## config.mk

```make
export PLATFORM = sky130hd
export DESIGN_NAME = vga_capture
export DESIGN_NICKNAME = d
export VERILOG_FILES = /design/src/rtl/vga_pkg.sv /design/src/rtl/vga_sync_edge.sv /design/src/rtl/vga_capture.sv
export SDC_FILE = /design/constraint.sdc
export NUM_CORES = 1
export LEC_CHECK = 0
export CORE_MARGIN = 2
export CORE_UTILIZATION = 45
export CTS_CLUSTER_DIAMETER = 120
export CTS_CLUSTER_SIZE = 40
export DETAILED_ROUTE_END_ITERATION = 12
export PLACE_DENSITY = 0.66
export SLEW_MARGIN = 40
export SYNTH_ARGS = -nofsm -noshare
export SYNTH_HDL_FRONTEND = slang
export SYNTH_SLANG_ARGS = --single-unit
```

## constraint.sdc

```tcl
create_clock -name CLOCK_50 -period 3.94 [get_ports CLOCK_50]
set_input_delay 0.788 -clock CLOCK_50 [delete_from_list [all_inputs] [get_ports CLOCK_50]]
set_output_delay 0.788 -clock CLOCK_50 [all_outputs]
set_load 0.1 [all_outputs]
```

## src/rtl/vga_pkg.sv

```systemverilog
// Shared types and default geometry for the VGA frame capture block.
package vga_pkg;

    typedef enum logic [1:0] {
        IDLE        = 2'd0,
        WAIT_VS     = 2'd1,
        WAIT_ACTIVE = 2'd2,
        CAPTURE     = 2'd3
    } state_t;

    typedef logic [23:0] pixel_t;

    localparam int FB_W_DEF   = 280;
    localparam int FB_H_DEF   = 192;
    localparam int ADDR_W_DEF = 16;

endpackage

```

## src/rtl/vga_sync_edge.sv

```systemverilog
// Falling-edge detector on a pix_ce-qualified input. The held sample presets
// high so the line is treated as inactive (high) coming out of reset.
module vga_sync_edge (
    input  logic i_clk,
    input  logic i_rst,
    input  logic i_ce,
    input  logic i_sig,
    output logic o_fall
);

    logic r_prev;

    always_ff @(posedge i_clk or posedge i_rst) begin
        if (i_rst)
            r_prev <= 1'b1;
        else if (i_ce)
            r_prev <= i_sig;
    end

    assign o_fall = i_ce & r_prev & ~i_sig;

endmodule

```

## src/rtl/vga_capture.sv

```systemverilog
// Captures one (arm) or every (cont) VGA frame into a framebuffer write port.
// Define VGA_CAPTURE_DOWNSAMPLE_EN to keep only even columns/lines (2x2 decimation).
module vga_capture
    import vga_pkg::*;
#(
    parameter int FB_W   = FB_W_DEF,
    parameter int FB_H   = FB_H_DEF,
    parameter int ADDR_W = ADDR_W_DEF
) (
    input  logic              CLOCK_50,
    input  logic              reset,
    input  logic              pix_ce,
    input  logic              VGA_HS,
    input  logic              VGA_VS,
    input  logic              VGA_BLANK_N,
    input  logic [7:0]        VGA_R,
    input  logic [7:0]        VGA_G,
    input  logic [7:0]        VGA_B,
    input  logic              arm,
    input  logic              cont,
    output logic [ADDR_W-1:0] fb_adr_w,
    output pixel_t            fb_d,
    output logic              fb_we,
    output logic              busy,
    output logic              frame_done,
    output logic              frame_err
);

    localparam logic [ADDR_W-1:0] L_W = ADDR_W'(FB_W);
    localparam logic [ADDR_W-1:0] L_H = ADDR_W'(FB_H);

    state_t            r_state, w_next;
    logic              w_vs_fall, w_bl_fall;
    logic              w_keep_px, w_keep_ln;
    logic              w_clr, w_pix, w_eol, w_store, w_done, w_err;
    logic [ADDR_W-1:0] r_kcol, r_klines, r_base, r_adr;
    pixel_t            r_d;
    logic              r_we, r_done, r_err;
    logic              w_unused;

    assign w_unused = VGA_HS;

    vga_sync_edge u_vs_edge (
        .i_clk (CLOCK_50),
        .i_rst (reset),
        .i_ce  (pix_ce),
        .i_sig (VGA_VS),
        .o_fall(w_vs_fall)
    );

    vga_sync_edge u_bl_edge (
        .i_clk (CLOCK_50),
        .i_rst (reset),
        .i_ce  (pix_ce),
        .i_sig (VGA_BLANK_N),
        .o_fall(w_bl_fall)
    );

    always_ff @(posedge CLOCK_50 or posedge reset) begin
        if (reset)
            r_state <= IDLE;
        else
            r_state <= w_next;
    end

    always_comb begin
        w_next = r_state;
        w_done = 1'b0;
        w_err  = 1'b0;
        case (r_state)
            IDLE:        if (arm || cont) w_next = WAIT_VS;
            WAIT_VS:     if (w_vs_fall) w_next = WAIT_ACTIVE;
            WAIT_ACTIVE: if (pix_ce && VGA_BLANK_N) w_next = CAPTURE;
            CAPTURE: begin
                // The frame-closing VS edge also opens the next frame in continuous mode.
                if (w_vs_fall) begin
                    w_done = (r_klines >= L_H);
                    w_err  = (r_klines <  L_H);
                    w_next = cont ? WAIT_ACTIVE : IDLE;
                end
            end
            default:     w_next = IDLE;
        endcase
    end

    // Counters are held clear outside an open frame; the first active pixel is (0,0).
    assign w_clr   = !(r_state == WAIT_ACTIVE || r_state == CAPTURE) ||
                     (r_state == CAPTURE && w_vs_fall);
    assign w_pix   = !w_clr && pix_ce && VGA_BLANK_N;
    assign w_eol   = !w_clr && (r_state == CAPTURE) && w_bl_fall;
    assign w_store = w_pix && w_keep_px && w_keep_ln && (r_kcol < L_W) && (r_klines < L_H);

`ifdef VGA_CAPTURE_DOWNSAMPLE_EN
    logic r_cpar, r_lpar;

    always_ff @(posedge CLOCK_50 or posedge reset) begin
        if (reset) begin
            r_cpar <= 1'b0;
            r_lpar <= 1'b0;
        end else if (w_clr) begin
            r_cpar <= 1'b0;
            r_lpar <= 1'b0;
        end else if (w_pix) begin
            r_cpar <= ~r_cpar;
        end else if (w_eol) begin
            r_cpar <= 1'b0;
            r_lpar <= ~r_lpar;
        end
    end

    assign w_keep_px = ~r_cpar;
    assign w_keep_ln = ~r_lpar;
`else
    assign w_keep_px = 1'b1;
    assign w_keep_ln = 1'b1;
`endif

    // Kept counters saturate at the framebuffer size, so the address never wraps.
    always_ff @(posedge CLOCK_50 or posedge reset) begin
        if (reset) begin
            r_kcol   <= '0;
            r_klines <= '0;
            r_base   <= '0;
        end else if (w_clr) begin
            r_kcol   <= '0;
            r_klines <= '0;
            r_base   <= '0;
        end else if (w_pix) begin
            if (w_keep_px && r_kcol < L_W)
                r_kcol <= r_kcol + 1'b1;
        end else if (w_eol) begin
            r_kcol <= '0;
            if (w_keep_ln && r_klines < L_H) begin
                r_klines <= r_klines + 1'b1;
                r_base   <= r_base + L_W;
            end
        end
    end

    always_ff @(posedge CLOCK_50 or posedge reset) begin
        if (reset) begin
            r_we   <= 1'b0;
            r_done <= 1'b0;
            r_err  <= 1'b0;
            r_adr  <= '0;
            r_d    <= '0;
        end else begin
            r_we   <= w_store;
            r_done <= w_done;
            r_err  <= w_err;
            if (w_store) begin
                r_adr <= r_base + r_kcol;
                r_d   <= {VGA_R, VGA_G, VGA_B};
            end
        end
    end

    assign fb_we      = r_we;
    assign fb_adr_w   = r_adr;
    assign fb_d       = r_d;
    assign frame_done = r_done;
    assign frame_err  = r_err;
    assign busy       = (r_state != IDLE);

endmodule

```

* Word level (Yosys, flattened, before mapping)
Cells that the tools add are included.
** Cells by class
- Multiplexer cells :: 22
- Magnitude comparators :: 3
- Reduce and logical (&&, ||, !) cells :: 21
- Add/subtract/negate cells :: 4
- Equality and inequality tests :: 9
- Bitwise gates (word level) :: 6
** Operators by type and width (number)
- $mux 16 :: 12
- $add 16x1->16 const B :: 2
- $add 16x16->16 :: 1
- $add 16x9->16 const B :: 1
- $ge 16x8->1 const B :: 1
- $lt 16x8->1 const B :: 1
- $lt 16x9->1 const B :: 1
- $mux 2 :: 5
- $ne 2x2->1 const B :: 5
- $logic_and 1x1->1 :: 8
- $pmux 2 s4 :: 1
- $reduce_bool 2->1 :: 3
- $and 1x1->1 :: 4
- $eq 2x2->1 const B :: 2
- $mux 1 :: 4
- $reduce_and 4->1 :: 1
- $logic_or 1x1->1 :: 3
- $ne 3x2->1 const B :: 1
- $reduce_and 3->1 :: 1
- $reduce_bool 3->1 :: 1
- $eq 2x1->1 const B :: 1
- $logic_not 1->1 :: 2
- $logic_not 2->1 :: 1
- $not 1->1 :: 2
- $reduce_and 2->1 :: 1
** Word-level totals
- Input port bits :: 32
- Register bits after elaboration :: 95
- Word-level logic and storage cells :: 76

* Depth between registers and ports, before layout
Gate-level depths: netlist of the first run.
- Depth in word-level cells :: 10
- Gate-level depth with buffers :: 8

* By module
From an unflattened synthesis of the first run, not the netlist that was laid out.
** Second synthesis, totals
- Cells, all modules :: 430
- Area total of the unflattened synthesis :: 4241.6 µm²
** By module, submodules not included
- vga_capture :: cells an instance 422, times used 1, area an instance 4131.5 µm²
- vga_sync_edge :: cells an instance 4, times used 2, area an instance 55.1 µm²

* Worst setup path after synthesis of the first run
Ideal clock, no wire load.
- Kind :: input to register
- Start :: input port VGA_VS
- End :: register r_kcol[7]
- Data arrival time :: 2350 ps
- Stages on the path :: 6
- Slack :: 1470 ps
- Path through :: and3b_1 > or4_1 > buf_2 > a311oi_4 > a21oi_1 > a31o_1
** Between the ends
- Cells in the longest elaborated chain, start to end :: 9
- Elaborated cells on any way between the ends :: 14
- Those cells by class :: 1 x eq/ne; 2 x mux; 2 x bitwise; 9 x reduce/logical
** Ends and longest elaborated chain
- from (decl) :: RTL line vga_capture.sv:14 : input logic VGA_VS,
- $not 1->1 * :: RTL line vga_sync_edge.sv:20 : assign o_fall = i_ce & r_prev & ~i_sig;
- $and 1x1->1 * :: RTL line vga_sync_edge.sv:20
- $logic_and 1x1->1 * :: RTL line vga_capture.sv:88 : (r_state == CAPTURE && w_vs_fall);
- $logic_or 1x1->1 * :: RTL line vga_capture.sv:87 : assign w_clr = !(r_state == WAIT_ACTIVE || r_state == CAPTURE) ||
- $logic_not 1->1 :: RTL line vga_capture.sv:89, vga_capture.sv:90
- $logic_and 1x1->1 (on tied branches) (2 in series) :: RTL line vga_capture.sv:89, vga_capture.sv:90
- $ne 3x2->1 (no source line) (tied with other cells)
- $reduce_and 2->1 (no source line) / $mux 16 (equally long branches)
- to (signal assigned) :: RTL line vga_capture.sv:130 : r_kcol <= r_kcol + 1'b1;
- to (decl) :: RTL line vga_capture.sv:36 : logic [ADDR_W-1:0] r_kcol, r_klines, r_base, r_adr;
Every way passes the cells marked *; elsewhere a longest branch is shown, timed or not.
A chain may end at the register's enable or synchronous reset.

* Worst setup path after layout of the first run
- Start :: input port pix_ce
- End :: register r_kcol[7]
** Between the ends
- Cells in the longest elaborated chain, start to end :: 9
- Elaborated cells on any way between the ends :: 16
- Those cells by class :: 1 x eq/ne; 2 x mux; 4 x bitwise; 9 x reduce/logical
** Ends and longest elaborated chain
- from (decl) :: RTL line vga_capture.sv:12 : input logic pix_ce,
- $and 1x1->1 (2 in series) :: RTL line vga_sync_edge.sv:20
- $logic_and 1x1->1 :: RTL line vga_capture.sv:88
- $logic_or 1x1->1 :: RTL line vga_capture.sv:87
- $logic_not 1->1 :: RTL line vga_capture.sv:89, vga_capture.sv:90
- $logic_and 1x1->1 (on tied branches) (2 in series) :: RTL line vga_capture.sv:89, vga_capture.sv:90
- $ne 3x2->1 (no source line) (tied with other cells)
- $reduce_and 2->1 (no source line) / $mux 16 (equally long branches)
Parallel ways exist; a longest one is shown, timed or not.

==> metrics, run 1 <==
maximum vdd drop=0.436 mV; worst slew pin tran=0.732 ns; H-tree levels=3; total power=0.00336 W; Overflow after GRT=0; initial antenna violation count=0; clock buffer depth=2; Synth Area in Adders=4.49%; leakage=2.68 nW; unrepaired setup endpoints after global routing=false; row count=36; Resized cells post-CTS=0; Post-CTS Repair Setup Buffers=0; Layout Nets=587; synthesized instance count=467; Die ar.=0.0107 mm^2; combinational family with the most area after synthesis=simple AND/OR/NAND/NOR gates; cells taking the most area after synthesis=dfrtp_1, nand2_1, ha_1; WHS=0.473 ns; number of distinct library cells after synthesis=56; gpl congestion=0.769; clock sink count=92; Yosys warnings=0; Cells after DPL=661; compound-gate portion of the synthesized area=12.3%; placed cell area=0.00514 mm^2; Avg Cell Area, Syn=9.55 um^2; GRT Total Usage=18.9%; Max Cap Violations=0; skew final=0.0137 ns; status=finished clean; final max-slew violation count=0; crit share post-route=73.5%; WL/cell=14.0 um; clk root buf=clkbuf_8; Synth Register Bits=92; Port Buffers=74; DR iter-0 viols=136; Rel. slew slack=51.1%; share of layout cells above drive strength 1=14.9%; CP Class=in2reg; Worst Path Arrival=3.16 ns; CP bufs+invs=1; die extent in y=104 um; Seq/Total Area, Yosys=51.7%; critical path's slowest cell=or4_1; # hold bufs at CTS=0; CP Max Fanout=7; Reg area=0.00230 mm^2; vias in the first global route=3480; first-pass GRT wire length=16600 um; slowest cell delay on critical path=0.70 ns; diodes inserted=0; Setup Viol. Count Final=0; vias per inst=5.23; crit path launch type=input port; Core Region=0.00968 mm^2; crit path time final=2.89 ns; fin cells=677; fin area=0.00538 mm^2; DRC Markers=0; largest net degree at the start of global routing=52; drt pass-1 iters=4; delay-heaviest family, CP=simple AND/OR/NAND/NOR gates; simple-gate share of the synthesized area=22.5%; Synth Flop Type=dfrtp_1; asr flop ratio synth=100%; Post-Synth XOR/XNOR Area=4.52%; area occupied by multi-input gates=0.00200 mm^2; Clk Latency, worst-skew pair=0.37 ns; worst min-delay path category=reg2reg; Post-Synthesis Cell Area=0.00446 mm^2; mux share of post-synthesis cell area=0.926%; Final HPWL DP=6700 um; Ports=76; routed wire length=9460 um; Worst Setup End Kind=flop; fmax=346 MHz; remaining antenna violation count=0; Fin Setup TNS=0 ns; syn nets=515; Clk pin slew, worst setup/hold paths=0.09 ns; cell taking the most area after synthesis=dfrtp_1; CP required=4.21 ns; Filler cells=891; crit path cell chain=clkdlybuf4s50_1 > and3b_1 > or4_1 > a311oi_4 > a21oi_1 > a31o_1; CTS tree=built; Layout area overhead=20.6%; Final Hold Fails=0; TritonCTS Buffers=9; via count=3543; chip width=104 um; Pwr Density=625 mW/mm^2; Post-synth EDFFs=0; area share of the largest cell type after synthesis=50.5%; Initial Util=46.0%
-- layer usage --
metal  vias up  share of wire, %  GRT usage [%]
met5         -                 0              0
met1      1662                46           25.1
met2       105                45           29.8
li1       1759                 -              -
met3        17               6.3           5.10
met4         0               2.5           7.53
-- tightest hold or removal path: cells and delay by family (launching register included) --
kind	cells	cell delay, ns
DFF	1	0.34
and+or+nand+nor	2	0.11
-- cells in the mapped netlist, drive strengths merged (4+ instances only) --
cell / instances
nand3: 15
a31oi: 4
dfrtp: 90
xnor2: 20
o211ai: 4
ha: 16
inv: 19
nor3: 8
buf: 7
a21oi: 18
o21ai: 19
nand2: 110
clkbuf: 13
and3: 14
or3: 8
nor4: 10
nor2: 35
-- power by group --
group          switching (W)  total (W)  leakage [nW]  internal, W
logic                0.00121    0.00144          1.33     0.000233
clock network       0.000321   0.000731         0.116     0.000410
registers          0.0000999    0.00119          1.23      0.00109
total                0.00163    0.00336          2.68      0.00173
-- cell type report --
cell class                 instances  share of cell area, %
clock inverter                     3                   1.26
sequential                        92                   42.9
inverter                          19                   1.37
clock buffer                      13                   3.14
multi-input combinational        336                   37.2
tap                              133                   3.09
timing repair buffer              81                   11.1
-- sequential cells by signal, summed over array words and instances (netlist names) --
register,count
r_kcol,16
fb_we,1
frame_err,1
fb_d,24
fb_adr_w,16
frame_done,1
r_base,13
r_klines,16
r_state,2
u_bl_edge.r_prev,1
u_vs_edge.r_prev,1
-- final timing paths --
check,endpoint,startpoint,depth (start not counted),slack (ns)
worst max-delay path,r_kcol[7],pix_ce,6,1.05
worst min-delay path,fb_d[13],fb_d[13],2,0.47
worst max register to register,fb_d[3],r_kcol[4],7,1.30
worst min register to register,fb_d[13],fb_d[13],2,0.47
max in group asynchronous,u_vs_edge.r_prev,reset,3,2.44
min in group asynchronous,fb_adr_w[1],reset,2,0.80
-- layout by cell type, fill, tap and decap left out, types with 3 or more instances in the layout --
| cell | count |
|---|---|
| a21oi_1 | 18 |
| clkbuf_8 | 12 |
| o21ai_1 | 8 |
| buf_4 | 5 |
| clkdlybuf4s50_1 | 30 |
| xnor2_1 | 20 |
| o211ai_1 | 4 |
| ha_1 | 16 |
| o21ai_0 | 11 |
| nand3_1 | 14 |
| nand2_1 | 110 |
| and3_1 | 14 |
| xor2_1 | 3 |
| a211oi_1 | 3 |
| o31ai_1 | 3 |
| buf_2 | 44 |
| nand4_1 | 3 |
| o21a_1 | 3 |
| dfrtp_1 | 90 |
| inv_1 | 17 |
| nor2_1 | 35 |
| nor3_1 | 8 |
| a2111o_1 | 3 |
| a31oi_1 | 4 |
| or3_1 | 8 |
| nor4_1 | 9 |
| mux2i_1 | 3 |
| a41oi_1 | 3 |
-- cells by family after synthesis --
group	after synthesis
and+or+nand+nor	217
xor gates and xnor gates	23
muxes	4
AOI/OAI and AO/OA	76
buffers and inverters	39
DFF	92
adders and majority gates	16
-- stage by stage --
stage	util, %	setup slack [ns]
2_1_floorplan	-	0.763
3_3_place_gp	55.3	0.685
3_5_place_dp	53.1	0.660
4_1_cts	55.5	1.05
5_1_grt	55.5	0.846
6_report	55.5	1.05
Note: power is estimated with default switching activity, not from simulation.
==> run 2, diff against run 1 <==
Settings changed: PLACE_DENSITY 0.66 to 0.68.
Clock period 3.94 ns to 2.6 ns, I/O delays scaled along.
==> run 2 against run 1 <==
- clock-buffer cell count shrank 1
- critical path depth is the same
- core utilization grew 2.4 points
- die area is the same
- register-to-register slack lost 1.1 ns
- clock power grew 18%
- via count grew 2.9%
- combinational power grew 67%
- largest power group unchanged
==> metrics, run 2 (same netlist as run 1, synthesis figures left out) <==
status=finished clean (unchanged); Clk pin slew, worst setup/hold paths=0.08 ns (was 0.09 ns); WHS=0.480 ns (was 0.473 ns); most common cell after layout, fill and taps aside=nand2_1 (unchanged); Fin Setup TNS=0 ns (unchanged); CP Max Fanout=5 (was 7); worst min-delay path category=reg2reg (unchanged); unrepaired setup endpoints after global routing=false (unchanged); vias in the first global route=3549 (was 3480); pre-CTS setup slack=-0.0647 ns (was 0.660 ns); Filler cells=861 (was 891); final worst setup slack=0.250 ns (was 1.05 ns); CP bufs+invs=0 (was 1); # hold bufs at CTS=0 (unchanged); first-pass GRT wire length=17400 um (was 16600 um); CP required=2.84 ns (was 4.21 ns); Worst Setup End Kind=flop (unchanged); Layout Nets=610 (was 587); via count=3644 (was 3543); Overflow after GRT=0 (unchanged); maximum vdd drop=0.505 mV (was 0.436 mV); Final Hold Fails=0 (unchanged); worst slew pin tran=0.742 ns (was 0.732 ns); Port Buffers=74 (unchanged); max reg flops=24 (unchanged); leakage=2.77 nW (was 2.68 nW); CTS tree=built (unchanged); initial antenna violation count=0 (unchanged); CP Class=reg2reg (was in2reg); Core Region=0.00968 mm^2 (unchanged); crit share post-route=90.4%; WL/cell=14.4 um (was 14.0 um); reg2reg start=r_kcol[8] (was r_kcol[4]); slowest cell delay on critical path=0.47 ns (was 0.70 ns); Final HPWL DP=7370 um (was 6700 um); Die ar.=0.0107 mm^2 (unchanged); chip width=104 um (unchanged); r2r setup slk=0.25 ns (was 1.30 ns); share of layout cells above drive strength 1=18.2% (was 14.9%); gpl congestion=0.846 (was 0.769); crit path cell chain=ha_1 > a211oi_1 > o21ai_0 > o2111ai_1 > nand2_1 > a221o_1 (was clkdlybuf4s50_1 > and3b_1 > or4_1 > a311oi_4 > a21oi_1 > a31o_1); Layout area overhead=25.8% (was 20.6%); Clk Latency, worst-skew pair=0.36 ns (was 0.37 ns); crit path time final=2.35 ns; DR iter-0 viols=179 (was 136); routed wire length=10100 um (was 9460 um); hold_sp=fb_adr_w[1] (was fb_d[13]); vias per inst=5.21 (was 5.23); Setup Viol. Count Final=0 (unchanged); delay-heaviest family, CP=compound AO/OA/AOI/OAI gates (was simple AND/OR/NAND/NOR gates); clk root buf=clkbuf_8 (unchanged); crit path launch type=flop (was input port); TritonCTS Buffers=9 (unchanged); DRC Markers=0 (unchanged); remaining antenna violation count=0 (unchanged); skew final=0.0150 ns (was 0.0137 ns); Initial Util=46.0% (unchanged); Post-CTS Repair Setup Buffers=0 (unchanged); drt pass-1 iters=4 (unchanged); GRT Total Usage=19.7% (was 18.9%); Resized cells post-CTS=0 (unchanged); Pwr Density=900 mW/mm^2 (was 625 mW/mm^2); H-tree levels=3 (unchanged); final max-slew violation count=0 (unchanged); diodes inserted=0 (unchanged); Worst Setup SP=r_kcol[8] (was pix_ce); clock sink count=92 (unchanged); Worst Path Arrival=2.59 ns (was 3.16 ns); critical path's slowest cell=dfrtp_1 (was or4_1); row count=36 (unchanged); most frequent cells in the layout=nand2_1, dfrtp_1, buf_4 (was nand2_1, dfrtp_1, buf_2); fmax=425 MHz; die extent in y=104 um (unchanged); Rel. slew slack=50.4% (was 51.1%); clock buffer depth=2 (unchanged); largest net degree at the start of global routing=36 (was 52); Ports=76 (unchanged); Max Cap Violations=0 (unchanged)
[run 2: power breakdown]
part | leakage (nW) | switching [W] | internal, W | total [W]
clock network | 0.0824 | 0.000487 | 0.000371 | 0.000859
registers | 1.23 | 0.000142 | 0.00165 | 0.00179
logic | 1.46 | 0.00187 | 0.000526 | 0.00240
[run 2: tightest hold or removal path: stages (launching register included)]
cell     delay (ns)
dfrtp_1        0.35
nand2_1        0.05
nand2_1        0.05
[run 2: routing by layer]
| metal | wire, um | GRT usage, % |
|---|---|---|
| met5 | 0 | 0 |
| met4 | 159 | 5.41 |
| met3 | 454 | 4.41 |
| met2 | 4690 | 31.9 |
| met1 | 4790 | 26.8 |
[run 2: path summary, 6_finish.rpt]
path	to	depth (start not counted)
max reg2reg	fb_adr_w[13]	6
max	fb_adr_w[13]	6
min reg2reg	fb_adr_w[1]	2
min	fb_adr_w[1]	2
max in group asynchronous	u_bl_edge.r_prev	3
min in group asynchronous	fb_d[5]	2
[run 2: area by class of cell]
| cell class | count | area (um^2) | share of cell area, % |
|---|---|---|---|
| sequential | 92 | 2300 | 41.1 |
| multi-input combinational | 336 | 2000 | 35.6 |
| timing repair buffer | 104 | 893 | 15.9 |
| tap | 133 | 166 | 2.97 |
| clock buffer | 12 | 145 | 2.59 |
| inverter | 19 | 75.1 | 1.34 |
| clock inverter | 4 | 25.0 | 0.446 |
[run 2: per-stage QoR]
step	instance area [um^2]	power (W)	utilization, %	cells
floorplan	4460	0.00362	-	467
global placement	5440	0.00419	56.1	684
detailed placement	5440	0.00423	56.1	684
CTS	5610	0.00509	57.9	700
global route	5610	0.00528	57.9	700
finish	5610	0.00505	57.9	700
==> run 3, diff against run 2 <==
Settings changed: CELL_PAD_IN_SITES_DETAIL_PLACEMENT from default to 0, CELL_PAD_IN_SITES_GLOBAL_PLACEMENT from default to 1, CORE_UTILIZATION 45 to 37, PLACE_DENSITY 0.68 to 0.73.
==> run 3 against run 2 <==
- setup slack got worse by 0.0024 ns
- clock skew is 0.0084 ns lower
- non-clock buffer count is 2 higher
- clock power up 58%
- critical endpoint is now r_klines[5]
- global-route usage is 2.0 points lower
- wire length grew 3.8%
- core utilization fell by 9.3 points
- total power rose by 9.6%
- largest cell class unchanged
- highest routed layer unchanged
- register-to-register slack hardly changed
==> metrics, run 3 (same netlist as run 1, synthesis figures left out) <==
maximum vdd drop=0.499 mV (was 0.505 mV); fmax=425 MHz (about the same); # hold bufs at CTS=0 (unchanged); TritonCTS Buffers=9 (unchanged); Filler cells=1157 (was 861); die extent in y=114 um (was 104 um); Ports=76 (unchanged); Port Buffers=74 (unchanged); chip width=114 um (was 104 um); fin area=0.00577 mm^2 (was 0.00561 mm^2); Layout area overhead=29.4% (was 25.8%); H-tree levels=3 (unchanged); routed wire length=10500 um (was 10100 um); Max Cap Violations=0 (unchanged); Layout Nets=612 (was 610); Worst Setup End Kind=flop (unchanged); largest net degree at the start of global routing=93 (was 36); WHS=0.479 ns (was 0.480 ns); share of layout cells above drive strength 1=18.8% (was 18.2%); CTS tree=built (unchanged); WL/cell=14.6 um (was 14.4 um); via count=3618 (was 3644); unrepaired setup endpoints after global routing=false (unchanged); clk root buf=clkbuf_16 (was clkbuf_8); Rel. slew slack=67.9% (was 50.4%); crit path time final=2.35 ns (about the same); DR iter-0 viols=212 (was 179); clock sink count=92 (unchanged); CP required=2.82 ns (was 2.84 ns); GRT Total Usage=17.7% (was 19.7%); Resized cells post-CTS=0 (unchanged); first-pass GRT wire length=18100 um (was 17400 um); CP Class=in2reg (was reg2reg); CP Max Fanout=15 (was 5); Final Hold Fails=0 (unchanged); skew final=0.00663 ns (was 0.0150 ns); Pwr Density=959 mW/mm^2 (was 900 mW/mm^2); Worst Path Arrival=2.57 ns (was 2.59 ns); Final HPWL DP=7520 um (was 7370 um); Setup Viol. Count Final=0 (unchanged); DRC Markers=0 (unchanged); crit path launch type=input port (was flop); area occupied by multi-input gates=0.00200 mm^2 (unchanged); status=finished clean (unchanged); most common cell after layout, fill and taps aside=nand2_1 (unchanged); diodes inserted=0 (unchanged); worst slew pin tran=0.481 ns (was 0.742 ns); vias per inst=5.05 (was 5.21); most frequent cells in the layout=nand2_1, dfrtp_1, buf_4 (unchanged); final max-slew violation count=0 (unchanged); row count=40 (was 36); Die ar.=0.0129 mm^2 (was 0.0107 mm^2); crit share post-route=90.5% (was 90.4%); Clk pin slew, worst setup/hold paths=0.06 ns (was 0.08 ns); remaining antenna violation count=0 (unchanged); vias in the first global route=3642 (was 3549); r2r setup slk=0.25 ns (about the same); drt pass-1 iters=6 (was 4); Clk Latency, worst-skew pair=0.34 ns (was 0.36 ns); gpl congestion=0.795 (was 0.846); leakage=2.84 nW (was 2.77 nW); Overflow after GRT=0 (unchanged); worst min-delay path category=reg2reg (unchanged); clock buffer depth=2 (unchanged); Initial Util=37.6% (was 46.0%); Reg area=0.00230 mm^2 (unchanged); placed cell area=0.00546 mm^2 (was 0.00544 mm^2); initial antenna violation count=0 (unchanged); max reg flops=24 (unchanged); Post-CTS Repair Setup Buffers=0 (unchanged); Core Region=0.0119 mm^2 (was 0.00968 mm^2)
==> run 3: cell count changes in the layout (fill, tap and decap cells not counted), sizes merged <==
| cell | change |
|---|---|
| clkinv | -2 |
| bufinv | +1 |
| buf | +2 |
| clkbuf | -1 |
| clkinvlp | +2 |
==> run 3: report_power, final <==
part | internal [W] | total (W) | switching (W)
sequential | 0.00165 | 0.00181 | 0.000153
combinational | 0.000505 | 0.00237 | 0.00186
clock | 0.000797 | 0.00136 | 0.000560
==> run 3: layout make-up <==
class,instances,area share [%]
clock inverters,5,1.04
clock buffers,11,4.38
multi-input cells,336,34.6
inverters,19,1.30
well taps,147,3.19
flip-flops and latches,92,39.9
repair buffers,106,15.5
==> run 3: final timing paths <==
check | start | end | cells after the start
max in group asynchronous | reset | u_bl_edge.r_prev | 3
setup reg to reg | r_base[8] | fb_adr_w[13] | 6
hold / removal | fb_d[6] | fb_d[6] | 2
min in group asynchronous | reset | fb_d[2] | 3
setup / recovery | VGA_VS | r_klines[5] | 7
hold reg to reg | fb_d[6] | fb_d[6] | 2
==> run 3: per-stage QoR <==
stage	instances	util [%]	setup TNS, ns	setup slack, ns	power, W
CTS	716	48.6	0	0.239	0.00559
global route	716	48.6	0	0.0715	0.00579
detailed placement	700	46.0	-0.849	-0.107	0.00422
floorplan	467	-	0	0.368	0.00362
global placement	700	46.0	-0.615	-0.110	0.00419
finish	716	48.6	0	0.247	0.00553
==> run 3: worst max-delay path, cell delays in order <==
cell             delay [ns]
clkdlybuf4s50_1        0.49
and3b_1                0.21
or4_1                  0.57
buf_4                  0.23
nor4_1                 0.33
xnor2_1                0.17
nor2_1                 0.05
==> run 3: layer usage <==
metal / track usage (%) / wire (um)
met5: 0 / 0
met4: 6.18 / 153
met3: 3.77 / 438
met2: 27.6 / 4760
met1: 24.5 / 5130
